[config.mk]
export PLATFORM = sky130hd
export DESIGN_NAME = trig_sweep_scheduler
export DESIGN_NICKNAME = d
export VERILOG_FILES = /design/src/rtl/trig_sweep_scheduler.sv
export SDC_FILE = /design/constraint.sdc
export NUM_CORES = 1
export LEC_CHECK = 0
export ABC_AREA = 1
export CORE_UTILIZATION = 60
export CTS_CLUSTER_SIZE = 30
export DETAILED_ROUTE_END_ITERATION = 8
export HOLD_SLACK_MARGIN = 0.12
export PLACE_DENSITY = 0.95
export REMOVE_ABC_BUFFERS = 1
export SYNTH_ARGS = -nofsm -noshare
export SYNTH_HDL_FRONTEND = slang
export SYNTH_SLANG_ARGS = --single-unit
[constraint.sdc]
create_clock -name clk -period 5.7 [get_ports clk]
set_input_delay 1.14 -clock clk [delete_from_list [all_inputs] [get_ports clk]]
set_output_delay 1.14 -clock clk [all_outputs]
set_load 0.01 [all_outputs]
[src/rtl/trig_sweep_scheduler.sv]
// Round-robin sweep scheduler: grants pending octaves and walks bins 0..BINS-1
// over a valid/ready handshake, emitting a one-hot position-counter increment.
module trig_sweep_scheduler #(
  parameter int BINS    = 24,
  parameter int OCTAVES = 5
) (
  input  logic                         clk,
  input  logic                         rst,
  input  logic [OCTAVES-1:0]           sampleReq,
  input  logic                         clearOverrun,
  input  logic                         binReady,
  output logic                         binValid,
  output logic [$clog2(OCTAVES)-1:0]   octaveOut,
  output logic [$clog2(BINS)-1:0]      binOut,
  output logic                         lastBin,
  output logic [OCTAVES-1:0]           counterInc,
  output logic                         busy,
  output logic [OCTAVES-1:0]           overrun
);
  localparam int OW = $clog2(OCTAVES);
  localparam int BW = $clog2(BINS);
  localparam logic [BW-1:0] LAST_BIN = BW'(BINS - 1);

  typedef enum logic {IDLE, SWEEP} state_t;

  state_t              state_q, state_d;
  logic [OCTAVES-1:0]  pending_q, pending_d;
  logic [OCTAVES-1:0]  overrun_q, overrun_d;
  logic [OW-1:0]       last_grant_q, last_grant_d;
  logic [OW-1:0]       octave_q, octave_d;
  logic [BW-1:0]       bin_q, bin_d;
  logic                valid_q, valid_d;
  logic [OCTAVES-1:0]  grant_vec;
  logic [OW-1:0]       winner;
  logic                handshake;

  assign handshake = valid_q && binReady;

  // Round-robin search starting one past the last granted octave.
  always_comb begin
    int  idx;
    logic found;
    found  = 1'b0;
    winner = '0;
    idx    = 0;
    for (int i = 1; i <= OCTAVES; i++) begin
      idx = int'(last_grant_q) + i;
      if (idx >= OCTAVES) idx = idx - OCTAVES;
      if (!found && pending_q[idx]) begin
        winner = idx[OW-1:0];
        found  = 1'b1;
      end
    end
  end

  always_comb begin
    state_d      = state_q;
    octave_d     = octave_q;
    bin_d        = bin_q;
    valid_d      = valid_q;
    last_grant_d = last_grant_q;
    grant_vec    = '0;
    case (state_q)
      IDLE: begin
        if (|pending_q) begin
          grant_vec    = OCTAVES'(1) << winner;
          octave_d     = winner;
          bin_d        = '0;
          valid_d      = 1'b1;
          last_grant_d = winner;
          state_d      = SWEEP;
        end
      end
      SWEEP: begin
        if (handshake) begin
          if (bin_q != LAST_BIN) begin
            bin_d = bin_q + 1'b1;
          end else if (|pending_q) begin
            // Chain straight into the next sweep without a bubble.
            grant_vec    = OCTAVES'(1) << winner;
            octave_d     = winner;
            bin_d        = '0;
            last_grant_d = winner;
          end else begin
            valid_d = 1'b0;
            state_d = IDLE;
          end
        end
      end
      default: state_d = IDLE;
    endcase
    // A new request beats a same-edge grant clear; clearOverrun beats a new overrun.
    pending_d = (pending_q & ~grant_vec) | sampleReq;
    overrun_d = clearOverrun ? '0 : (overrun_q | (sampleReq & pending_q & ~grant_vec));
  end

  always_ff @(posedge clk) begin
    if (rst) begin
      state_q      <= IDLE;
      pending_q    <= '0;
      overrun_q    <= '0;
      last_grant_q <= OW'(OCTAVES - 1);
      octave_q     <= '0;
      bin_q        <= '0;
      valid_q      <= 1'b0;
    end else begin
      state_q      <= state_d;
      pending_q    <= pending_d;
      overrun_q    <= overrun_d;
      last_grant_q <= last_grant_d;
      octave_q     <= octave_d;
      bin_q        <= bin_d;
      valid_q      <= valid_d;
    end
  end

  assign binValid   = valid_q;
  assign octaveOut  = octave_q;
  assign binOut     = bin_q;
  assign lastBin    = valid_q && (bin_q == LAST_BIN);
  assign counterInc = (handshake && !rst) ? (OCTAVES'(1) << octave_q) : '0;
  assign busy       = (state_q == SWEEP);
  assign overrun    = overrun_q;

endmodule

* Word level (Yosys, flattened, before mapping)
Index checks and enable logic that the tools add are counted.
** Operators by class
- $lt $le $gt $ge :: 10
- Bitwise logic cells :: 7
- Reductions and logical operators :: 16
- Equal/unequal tests :: 6
- Shift operators :: 2
- Mux-type cells :: 55
- Add/sub/neg operators :: 11
** Operators by type and width (number)
- < comparator 32 x 5 -> 1 bit, second input constant :: 5
- two-way mux 32 bit :: 5
- two-way mux 5 bit :: 7
- two-way mux 3 bit :: 11
- subtractor 4 x 3 -> 5 bit, second input constant :: 5
- two-way mux 1 bit :: 21
- >= comparator 4 x 3 -> 1 bit, second input constant :: 5
- case mux 5 bit (2 select lines) :: 2
- bitwise AND 5 bit :: 3
- binary-select mux 1 bit (select 3 bit) :: 5
- case mux 3 bit (2 select lines) :: 2
- bitwise OR 5 bit :: 2
- left shift 1 x 3 -> 5 bit, first input constant :: 2
- adder 3 x 2 -> 4 bit, second input constant :: 2
- adder 3 x 3 -> 4 bit, second input constant :: 2
- logical AND 1 bit :: 7
- inequality test 2 bit, second input constant :: 3
- adder 5 x 1 -> 5 bit, second input constant :: 1
- equality test 5 bit, second input constant :: 1
- zero test 1 bit :: 5
- inequality test 5 bit, second input constant :: 1
- inverter 5 bit :: 1
- OR reduction 5 bit :: 1
- adder 3 x 1 -> 4 bit, second input constant :: 1
- 6 further kinds :: 7
** Word-level totals
- Word-level logic and storage cells :: 114
- Output and inout bits :: 21
- Register bits :: 23
- Bits of input ports :: 9

* Logic depth before layout (Yosys ltp)
Gate-level depths: netlist of run 1.
- Word-level depth :: 27
- Mapped depth :: 22
- Gate-level depth less buffers :: 22

* Worst setup path before layout of run 1
No wires, ideal clock.
- Kind :: in2out
- From :: in binReady
- To :: out counterInc[4]
- Arrival :: 1.651 ns
- Buffers on the path :: 0
- Path slack :: 2.909 ns
- Cell stages on the path :: 4
- Required time :: 4.560 ns
- Cell sequence :: nand2_1 nor2_1 inv_1 nor3_1
** On the way
- Longest elaborated chain between the ends :: 3
** Ends and longest elaborated chain
- from (decl) :: RTL line 11 : input logic binReady,
- logical AND 1 bit :: RTL line 37 : assign handshake = valid_q && binReady;
- logical AND 1 bit :: RTL line 121 : assign counterInc = (handshake && !rst) ? (OCTAVES'(1) << octave_q) : '0;
- two-way mux 5 bit :: RTL line 121
- to (decl) :: RTL line 16 : output logic [OCTAVES-1:0] counterInc,
No other way between the ends.

* Worst setup path in the final report of run 1
- From :: in rst
- To :: out counterInc[4]
** On the way
- Longest elaborated chain between the ends :: 3
** Ends and longest elaborated chain
- from (decl) :: RTL line 8 : input logic rst,
- zero test 1 bit :: RTL line 121
- logical AND 1 bit :: RTL line 121
- two-way mux 5 bit :: RTL line 121
No other way between the ends.

==> results of run 1 <==
## registers in the layout, indices dropped and copies added, names as in the netlist
register / count
octaveOut: 3
last_grant_q: 1
overrun: 5
binValid: 1
binOut: 5
pending_q: 5
busy: 1
## cells in the mapped netlist, drive strengths merged
library cell,n,area [um2]
dfxtp,21,420.4
nor2,29,142.6
a21o,1,7.510
nand2,96,410.4
ha,14,175.2
nor3,4,20.02
buf,4,33.78
or2,2,12.51
xnor2,1,8.760
a31oi,1,6.260
inv,47,176.4
o21bai,1,7.510
o22ai,1,6.260
clkbuf,1,3.750
nand3,57,345.3
a22o,1,8.760
nand4,9,71.32
nand3b,1,7.510
a211oi,2,15.01
o211ai,2,15.01
o21ai,20,103.9
xor2,4,61.32
a21oi,19,98.85
## stage by stage
step / hold slack, ns / cells / setup slack (ns) / util / cell area (um2)
floorplan: 0.4727 / 333 / 2.444 / - / 2121
global placement: 0.4355 / 408 / 1.736 / 0.7283 / 2469
detailed placement: 0.4414 / 408 / 1.732 / 0.7283 / 2469
CTS: 0.4577 / 412 / 1.715 / 0.7364 / 2496
global route: 0.4924 / 412 / 1.466 / 0.7364 / 2496
finish: 0.4539 / 412 / 1.723 / 0.7364 / 2496
## per-layer routing
layer | track usage | wire, um
met5 | 0 | 0
met4 | 0.07302 | 97
met3 | 0.03727 | 312
met2 | 0.4772 | 2426
met1 | 0.3909 | 2306
## cell families (layout without fill, tap and decap cells)
logic type	count (synthesis)	after routing
xor+xnor	5	5
fa+ha+maj	14	14
buf+inv	52	80
compound gates	48	48
flops	21	21
simple gates	198	198
## cell type report
| cell class | count | area, um2 |
|---|---|---|
| fill | 252 | 893.4 |
| timing repair buffer | 29 | 290.3 |
| clock inverter | 1 | 5.005 |
| inverter | 47 | 176.4 |
| clock buffer | 3 | 22.52 |
| sequential | 21 | 420.4 |
| multi-input combinational | 265 | 1524 |
| tap | 46 | 57.56 |
## path summary, 6_finish.rpt
check               startpoint             to  slack [ns]  cells past startpoint
hold reg to reg     overrun[0]     overrun[0]        0.45                      2
setup / recovery           rst  counterInc[4]        1.72                      5
setup reg to reg  octaveOut[0]   pending_q[0]        1.89                     18
hold / removal      overrun[0]     overrun[0]        0.45                      2
## tightest hold or removal path, cell delays in order (launching register included)
cell	delay, ns
dfxtp_1	0.32
inv_1	0.04
a21oi_1	0.05
==> metrics.csv, run 1 <==
stage,metric,value,unit
worst_setup_path,critical path class,input port to output port,
sta,Finish-stage setup viols,0,
worst_setup_path,crit path max fanout,14,
floorplan,Die Y-Extent,61.98,um
sta,final number of max-transition violations,0,
cells_and_area,layout cell share with drive strength beyond 1,0.1448,
routing,Remaining DRCs,0,
cts,Worst-path clk slew,0.11,ns
synthesis,Yosys reg bits,21,
routing,Routed WL,5142,um
synthesis,sequential element share of the synthesized area,0.1948,
cells_and_area,Nets,390,
hold_path,Hold Path Class,flip-flop to flip-flop,
floorplan,die area,3841,um2
cells_and_area,"most common cell after layout, fill and taps aside",nand2_1,
global_route,initial antenna violation count,0,
run,MaxCap Viol Count,0,
sta,worst-margin pin slew,0.9107,ns
sta,fmax,251.4,MHz
synthesis,library cells used by synthesis,37,
global_route,total grt overflow,0,
worst_setup_path,crit path DAT,2.84,ns
floorplan,Top-Level Pins,30,
global_route,total global-route track usage,0.2868,
synthesis,Syn Area/Cell,6.386,um2
routing,Post-DRT Antenna Nets,0,
synthesis,Post-Synth Simple-Gate Area,0.4678,
place,number of I/O port buffers,29,
synthesis,adder-cell share of the synthesized area,0.08116,
cts,clock buffer depth,2,
worst_setup_path,Most common cell on crit path,clkdlybuf4s50_1,
cts,CTS tree,built,
synthesis,yosys warns,0,
global_route,first-pass GRT wire length,8342,um
cells_and_area,most frequent cells in the layout,"nand2_1 (80), nand3_1 (45), inv_1 (39), clkdlybuf4s50_1 (29), nor2_1 (23)",
worst_setup_path,CP startpoint kind,input port,
place,post-detail-place hpwl,4062,um
synthesis,XOR/XNOR share of the synthesized area,0.03246,
cts,Post-CTS Setup Bufs,0,
worst_setup_path,crit-path cells,"clkdlybuf4s50_1, nor2_1, inv_1, nor3_1, clkdlybuf4s50_1",
routing,drt first pass iters,5,
floorplan,Core Area,3390,um2
routing,Vias,2276,
synthesis,synthesized cell area,2158,um2
floorplan,Die X,61.98,um
cts,Worst-Skew Late Latency,0.31,ns
cts,post_cts resized,0,
worst_setup_path,Critical Path RT,4.56,ns
global_route,vias in the first global route,1981,
worst_setup_path,"CP delay by family, top",buffers and inverters,
routing,wire length per cell,12.48,um
floorplan,Initial Util,0.6368,
cells_and_area,diodes inserted,0,
routing,drt via density,5.524,
cells_and_area,area delta synth->final,15.65,%
place,Placer Congestion,0.9504,
worst_setup_path,Max stage delay on crit path,0.65,ns
cts,clock root buffer,clkbuf_4,
cts,H-tree lvl count,1,
cts,cts hold-fix bufs,0,
synthesis,post-synthesis instance total,338,
outcome,run status,"complete, no violations",
sta,unrepaired setup endpoints after global routing,no,
sta,Max Clock Skew,0.003480,ns
sta,Worst slew margin,0.3920,
worst_setup_path,WP buf/inv,3,
worst_setup_path,Crit. End Element,output port,
synthesis,main combinational cell family by area after synthesis,simple AND/OR/NAND/NOR gates,
routing,First DRT Iteration DRCs,163,
cts,total CTS buffers,3,
worst_setup_path,"Slowest-stage cell, CP",clkdlybuf4s50_1,
cts,Clock Sinks,21,
sta,Fin. Hold Viols,0,
sta,crit share post-route,0.6978,
global_route,largest net degree at the start of global routing,21,
synthesis,post-synthesis compound-gate area fraction,0.1246,
sta,final setup TNS,0,ns
synthesis,post-synthesis mux area share,0,
sta,Tmin final,3.977,ns
floorplan,row count,21,
Power of run 1 is left out: the tool's default activity adds up to more than one toggle a clock period on the data nets, which glitch-free logic cannot reach.
==> run 2, diff against run 1 <==
--- a/config.mk
+++ b/config.mk
@@ -6,11 +6,11 @@
 export NUM_CORES = 1
 export LEC_CHECK = 0
 export ABC_AREA = 1
-export CORE_UTILIZATION = 60
+export CORE_UTILIZATION = 56
 export CTS_CLUSTER_SIZE = 30
 export DETAILED_ROUTE_END_ITERATION = 8
 export HOLD_SLACK_MARGIN = 0.12
-export PLACE_DENSITY = 0.95
+export PLACE_DENSITY = 0.9
 export REMOVE_ABC_BUFFERS = 1
 export SYNTH_ARGS = -nofsm -noshare
 export SYNTH_HDL_FRONTEND = slang
==> constraint.sdc (replaced) <==
create_clock -name clk -period 3.95 [get_ports clk]
set_input_delay 0.79 -clock clk [delete_from_list [all_inputs] [get_ports clk]]
set_output_delay 0.79 -clock clk [all_outputs]
set_load 0.01 [all_outputs]
==> metrics.csv, run 2 (synthesis gave the netlist of run 1 again) <==
stage,metric,value,unit,change
floorplan,Die Y-Extent,64.08,um,+3.4%
cts,clock root buffer,clkbuf_8,,
cts,clock buffer depth,2,,unchanged
routing,drt via density,5.560,,+0.65%
cts,Post-CTS Setup Bufs,0,,unchanged
cells_and_area,"most common cell after layout, fill and taps aside",nand2_1,,
place,number of I/O port buffers,29,,unchanged
place,Cells after DPL,412,,+0.98%
pwr,VDD IR max,524.1,uV,
worst_setup_path,critical path class,flip-flop to flip-flop,,
cells_and_area,Finished Core Util,0.6866,,-0.04987
worst_setup_path,crit path DAT,3.35,ns,+0.51 ns
global_route,vias in the first global route,2056,,+3.8%
cells_and_area,Fill cells,344,,+37%
sta,unrepaired setup endpoints after global routing,no,,
cells_and_area,most frequent cells in the layout,"nand2_1 (80), nand3_1 (45), inv_1 (39), clkdlybuf4s50_1 (29), nor2_1 (23)",,
cells_and_area,diodes inserted,0,,unchanged
global_route,initial antenna violation count,0,,unchanged
worst_setup_path,Critical Path RT,4.10,ns,-0.46 ns
global_route,total global-route track usage,0.2840,,-0.002718
cells_and_area,Final Cell Area,2532,um2,+1.5%
place,Placer Congestion,0.9639,,+1.4%
sta,fmax,312.6,MHz,
cts,cts hold-fix bufs,0,,unchanged
cts,CTS tree,built,,
cts,total CTS buffers,3,,unchanged
cells_and_area,Seq. cell area,420.4,um2,unchanged
sta,Fin. Hold Viols,0,,unchanged
global_route,total grt overflow,0,,unchanged
global_route,first-pass GRT wire length,9252,um,+11%
sta,final number of max-transition violations,0,,unchanged
routing,drt first pass iters,5,,unchanged
hold_path,WHS Path Cells,2,,unchanged
floorplan,die area,4106,um2,+6.9%
sta,Tmin final,3.199,ns,
worst_setup_path,crit path max fanout,10,,-4
routing,Remaining DRCs,0,,unchanged
routing,Post-DRT Antenna Nets,0,,unchanged
floorplan,Die X,64.08,um,+3.4%
sta,Finish-stage setup viols,0,,unchanged
worst_setup_path,CP startpoint kind,flip-flop,,
cells_and_area,area delta synth->final,17.33,%,
floorplan,Core Area,3689,um2,+8.8%
hold_path,Hold Path Class,flip-flop to flip-flop,,
cells_and_area,layout cell share with drive strength beyond 1,0.1495,,+0.004648
cts,Worst-Skew Late Latency,0.26,ns,-0.05 ns
worst_setup_path,R2R cell count,21,,+3
cells_and_area,Nets,392,,+0.51%
outcome,run status,"complete, no violations",,
pwr,Power Dens Cells,978.4,nW/um2,
cells_and_area,Final Non-Filler Cells,416,,+0.97%
run,MaxCap Viol Count,0,,unchanged
floorplan,Top-Level Pins,30,,unchanged
place,post-detail-place hpwl,4374,um,+7.7%
sta,Worst slew margin,0.6307,,+0.2387
routing,First DRT Iteration DRCs,133,,-18%
routing,Vias,2313,,+1.6%
place,placed cell areas,2486,um2,+0.71%
sta,crit share post-route,0.8098,,
cells_and_area,Multi-input gate area,1524,um2,unchanged
cts,H-tree lvl count,1,,unchanged
worst_setup_path,Crit. End Element,flip-flop,,
cts,post_cts resized,0,,unchanged
sta,worst-margin pin slew,0.5519,ns,-0.3588 ns
cts,Worst-path clk slew,0.08,ns,-0.03 ns
floorplan,row count,22,,+4.8%
routing,Routed WL,5506,um,+7.1%
pwr,Leak,1.186,nW,
sta,Max Clock Skew,0.009328,ns,+0.005848 ns
cts,Clock Sinks,21,,unchanged
global_route,largest net degree at the start of global routing,20,,-4.8%
floorplan,Initial Util,0.5851,,-0.05162
sta,final setup TNS,0,ns,unchanged
routing,wire length per cell,13.24,um,+6.0%
-- run 2: worst paths after layout --
check	start	end	slack [ns]
max	octaveOut[1]	overrun[3]	0.75
min	overrun[0]	overrun[0]	0.45
max reg2reg	octaveOut[1]	overrun[3]	0.75
min reg2reg	overrun[0]	overrun[0]	0.45
-- run 2: where the power goes --
group / leakage (nW) / internal, W / total (W) / switching (W)
combinational: 0.988 / 0.000658 / 0.00206 / 0.00140
clock: 0.0255 / 0.0000703 / 0.000141 / 0.0000703
sequential: 0.173 / 0.000239 / 0.000275 / 0.0000363
total: 1.19 / 0.000967 / 0.00248 / 0.00151
-- run 2: metal layers --
metal | wire [um] | GRT usage | vias up
li1 | - | - | 1172
met1 | 2540 | 0.3902 | 1064
met2 | 2618 | 0.4787 | 73
met3 | 322 | 0.04107 | 4
met4 | 25 | 0.03693 | 0
met5 | 0 | 0 | -
-- run 2: worst max-delay path, stage by stage, from the launching register on --
cell	delay (ns)
dfxtp_1	0.52
inv_1	0.24
ha_1	0.54
inv_2	0.14
nand3_1	0.11
nand2_1	0.10
nand2_1	0.11
nand2_1	0.09
nand2_2	0.12
inv_1	0.05
nand2_1	0.05
nand3_1	0.07
nand3_1	0.07
nand2_1	0.07
nor2_2	0.15
nand2_2	0.09
nor2_4	0.10
inv_2	0.05
nand2_4	0.10
nand3_2	0.08
a21oi_1	0.18
nor2_1	0.06
-- run 2: layout make-up --
cell class | count | area share
Clock buffer | 3 | 0.01630
Clock inverter | 1 | 0.001976
Inverter | 47 | 0.06966
Multi-Input combinational cell | 265 | 0.6018
Sequential cell | 21 | 0.1660
Tap cell | 48 | 0.02372
Timing Repair Buffer | 31 | 0.1206
-- run 2: per-stage QoR --
stage               total power [W]  worst slack (ns)  hold slack (ns)
floorplan                  0.001901            0.6937           0.4727
global placement           0.002258            0.8357           0.4415
detailed placement         0.002301            0.8364           0.4446
CTS                        0.002447            0.8092           0.4550
global route               0.002717            0.3963           0.4684
finish                     0.002478            0.7512           0.4516
(Power assumes the default switching activity.)
==> run 3, diff against run 2 <==
--- a/config.mk
+++ b/config.mk
@@ -6,11 +6,11 @@
 export NUM_CORES = 1
 export LEC_CHECK = 0
 export ABC_AREA = 1
-export CORE_UTILIZATION = 56
+export CORE_UTILIZATION = 50
 export CTS_CLUSTER_SIZE = 30
 export DETAILED_ROUTE_END_ITERATION = 8
 export HOLD_SLACK_MARGIN = 0.12
-export PLACE_DENSITY = 0.9
+export PLACE_DENSITY = 0.86
 export REMOVE_ABC_BUFFERS = 1
 export SYNTH_ARGS = -nofsm -noshare
 export SYNTH_HDL_FRONTEND = slang
==> constraint.sdc (replaced) <==
create_clock -name clk -period 2.62 [get_ports clk]
set_input_delay 0.524 -clock clk [delete_from_list [all_inputs] [get_ports clk]]
set_output_delay 0.524 -clock clk [all_outputs]
set_load 0.01 [all_outputs]
==> metrics.csv, run 3 (synthesis gave the netlist of run 1 again) <==
stage,metric,value,unit,change
global_route,total grt overflow,0,,unchanged
cts,CTS tree,built,,
global_route,largest net degree at the start of global routing,17,,-15%
cells_and_area,"most common cell after layout, fill and taps aside",nand2_1,,
place,number of I/O port buffers,29,,unchanged
cts,cts hold-fix bufs,0,,unchanged
hold_path,Hold Path Class,flip-flop to flip-flop,,
floorplan,Die Y-Extent,67.70,um,+5.6%
cts,Worst-Skew Late Latency,0.26,ns,about the same
place,post-detail-place hpwl,4551,um,+4.0%
cts,Clock Sinks,21,,unchanged
floorplan,die area,4583,um2,+12%
worst_setup_path,Critical Path RT,2.78,ns,-1.32 ns
worst_setup_path,Crit. End Element,flip-flop,,
cells_and_area,Fill cells,297,,-14%
worst_setup_path,crit path DAT,2.78,ns,-0.57 ns
sta,Final Worst Setup Slack,-0.003954,ns,-0.7551 ns
cells_and_area,most frequent cells in the layout,"nand2_1 (72), nand3_1 (40), inv_1 (36), clkdlybuf4s50_1 (29), buf_4 (26)",,
cts,total CTS buffers,3,,unchanged
worst_setup_path,crit path max fanout,5,,-5
cells_and_area,area delta synth->final,37.68,%,
cts,H-tree lvl count,1,,unchanged
worst_setup_path,critical path class,flip-flop to flip-flop,,
cts,clock buffer depth,2,,unchanged
sta,Fin. Hold Viols,0,,unchanged
worst_setup_path,R2R cell count,20,,-4.8%
routing,First DRT Iteration DRCs,199,,+50%
worst_setup_path,CP startpoint kind,flip-flop,,
floorplan,Top-Level Pins,30,,unchanged
global_route,total global-route track usage,0.2658,,-0.01827
routing,wire length per cell,14.74,um,+11%
sta,Finish-stage setup viols,1,,+1
sta,Worst slew margin,0.6596,,+0.02894
sta,crit share post-route,1.002,,+0.1917
global_route,vias in the first global route,2040,,-0.78%
sta,Max Clock Skew,0.005047,ns,-0.004280 ns
cells_and_area,Nets,418,,+6.6%
routing,Vias,2520,,+8.9%
run,MaxCap Viol Count,0,,unchanged
sta,final number of max-transition violations,0,,unchanged
outcome,run status,finished with violations,,
cts,Worst-path clk slew,0.08,ns,about the same
floorplan,row count,23,,+4.5%
cells_and_area,layout cell share with drive strength beyond 1,0.2970,,+0.1475
place,pre-CTS WS,-0.08558,ns,-0.9220 ns
routing,drt first pass iters,7,,+2
routing,Post-DRT Antenna Nets,0,,unchanged
cells_and_area,Final Non-Filler Cells,444,,+6.7%
hold_path,WHS Path Cells,2,,unchanged
floorplan,Core Area,4086,um2,+11%
sta,unrepaired setup endpoints after global routing,yes,,
cts,clock root buffer,clkbuf_8,,
global_route,initial antenna violation count,0,,unchanged
global_route,first-pass GRT wire length,9232,um,-0.22%
sta,fmax,381.1,MHz,+22%
place,Cells after DPL,438,,+6.3%
floorplan,Die X,67.70,um,+5.6%
place,Placer Congestion,0.9809,,+1.8%
outcome,failing checks,negative setup slack,,
routing,Remaining DRCs,0,,unchanged
routing,Routed WL,6546,um,+19%
sta,Tmin final,2.624,ns,-0.5749 ns
sta,worst-margin pin slew,0.5052,ns,-0.04671 ns
floorplan,Initial Util,0.5282,,-0.05697
routing,drt via density,5.676,,+2.1%
cells_and_area,diodes inserted,0,,unchanged
[run 3: layout make-up]
type / count / area [um2] / share of cell area
clock buffers: 4 / 45.04 / 0.01516
flip-flops and latches: 21 / 431.7 / 0.1453
inverters: 47 / 185.2 / 0.06232
multi-input cells: 265 / 1739 / 0.5853
repair buffers: 57 / 508.0 / 0.1709
well taps: 50 / 62.56 / 0.02105
[run 3: repair_timing]
action                     CTS  global route
hold endpoints to repair     0             0
resized for setup           11            51
buffers inserted             0             2
setup endpoints to repair   13            18
pin swaps                    0            18
[run 3: final timing paths]
path / startpoint / end / slack (ns)
setup reg to reg: octaveOut[1] / pending_q[3] / -0.004
hold / removal: overrun[0] / overrun[0] / 0.45
hold reg to reg: overrun[0] / overrun[0] / 0.45
setup / recovery: octaveOut[1] / pending_q[3] / -0.004
[run 3: critical path: stages, from the launching register on]
cell     delay, ns
dfxtp_4       0.37
buf_6         0.13
ha_2          0.19
nand2_1       0.17
nand2_1       0.12
nand2_1       0.09
nand3_2       0.13
nand2_2       0.15
nand2_1       0.07
nand3_1       0.08
nand3_2       0.09
nand2_4       0.10
nand2_4       0.08
nor2_8        0.14
nand2_2       0.08
nor2_4        0.10
inv_2         0.06
nand2_4       0.11
nand3_4       0.09
a21oi_2       0.14
nor2_1        0.04
[run 3: routing by layer]
metal,GRT usage,wire (um)
met5,0,0
met3,0.04223,426
met1,0.3464,2707
met2,0.4554,3160
met4,0.05319,251
[run 3: stage by stage]
stage / util / area, um2 / hold slack, ns / setup TNS [ns]
finish: 0.7272 / 2972 / 0.4486 / -0.003954
global route: 0.7272 / 2972 / 0.4637 / -0.9457
CTS: 0.6705 / 2740 / 0.4502 / 0
detailed placement: 0.6531 / 2669 / 0.4387 / -0.5930
global placement: 0.6531 / 2669 / 0.4375 / -0.04666
floorplan: - / 2121 / 0.4727 / -8.022
Power of run 3 is left out for the same reason.
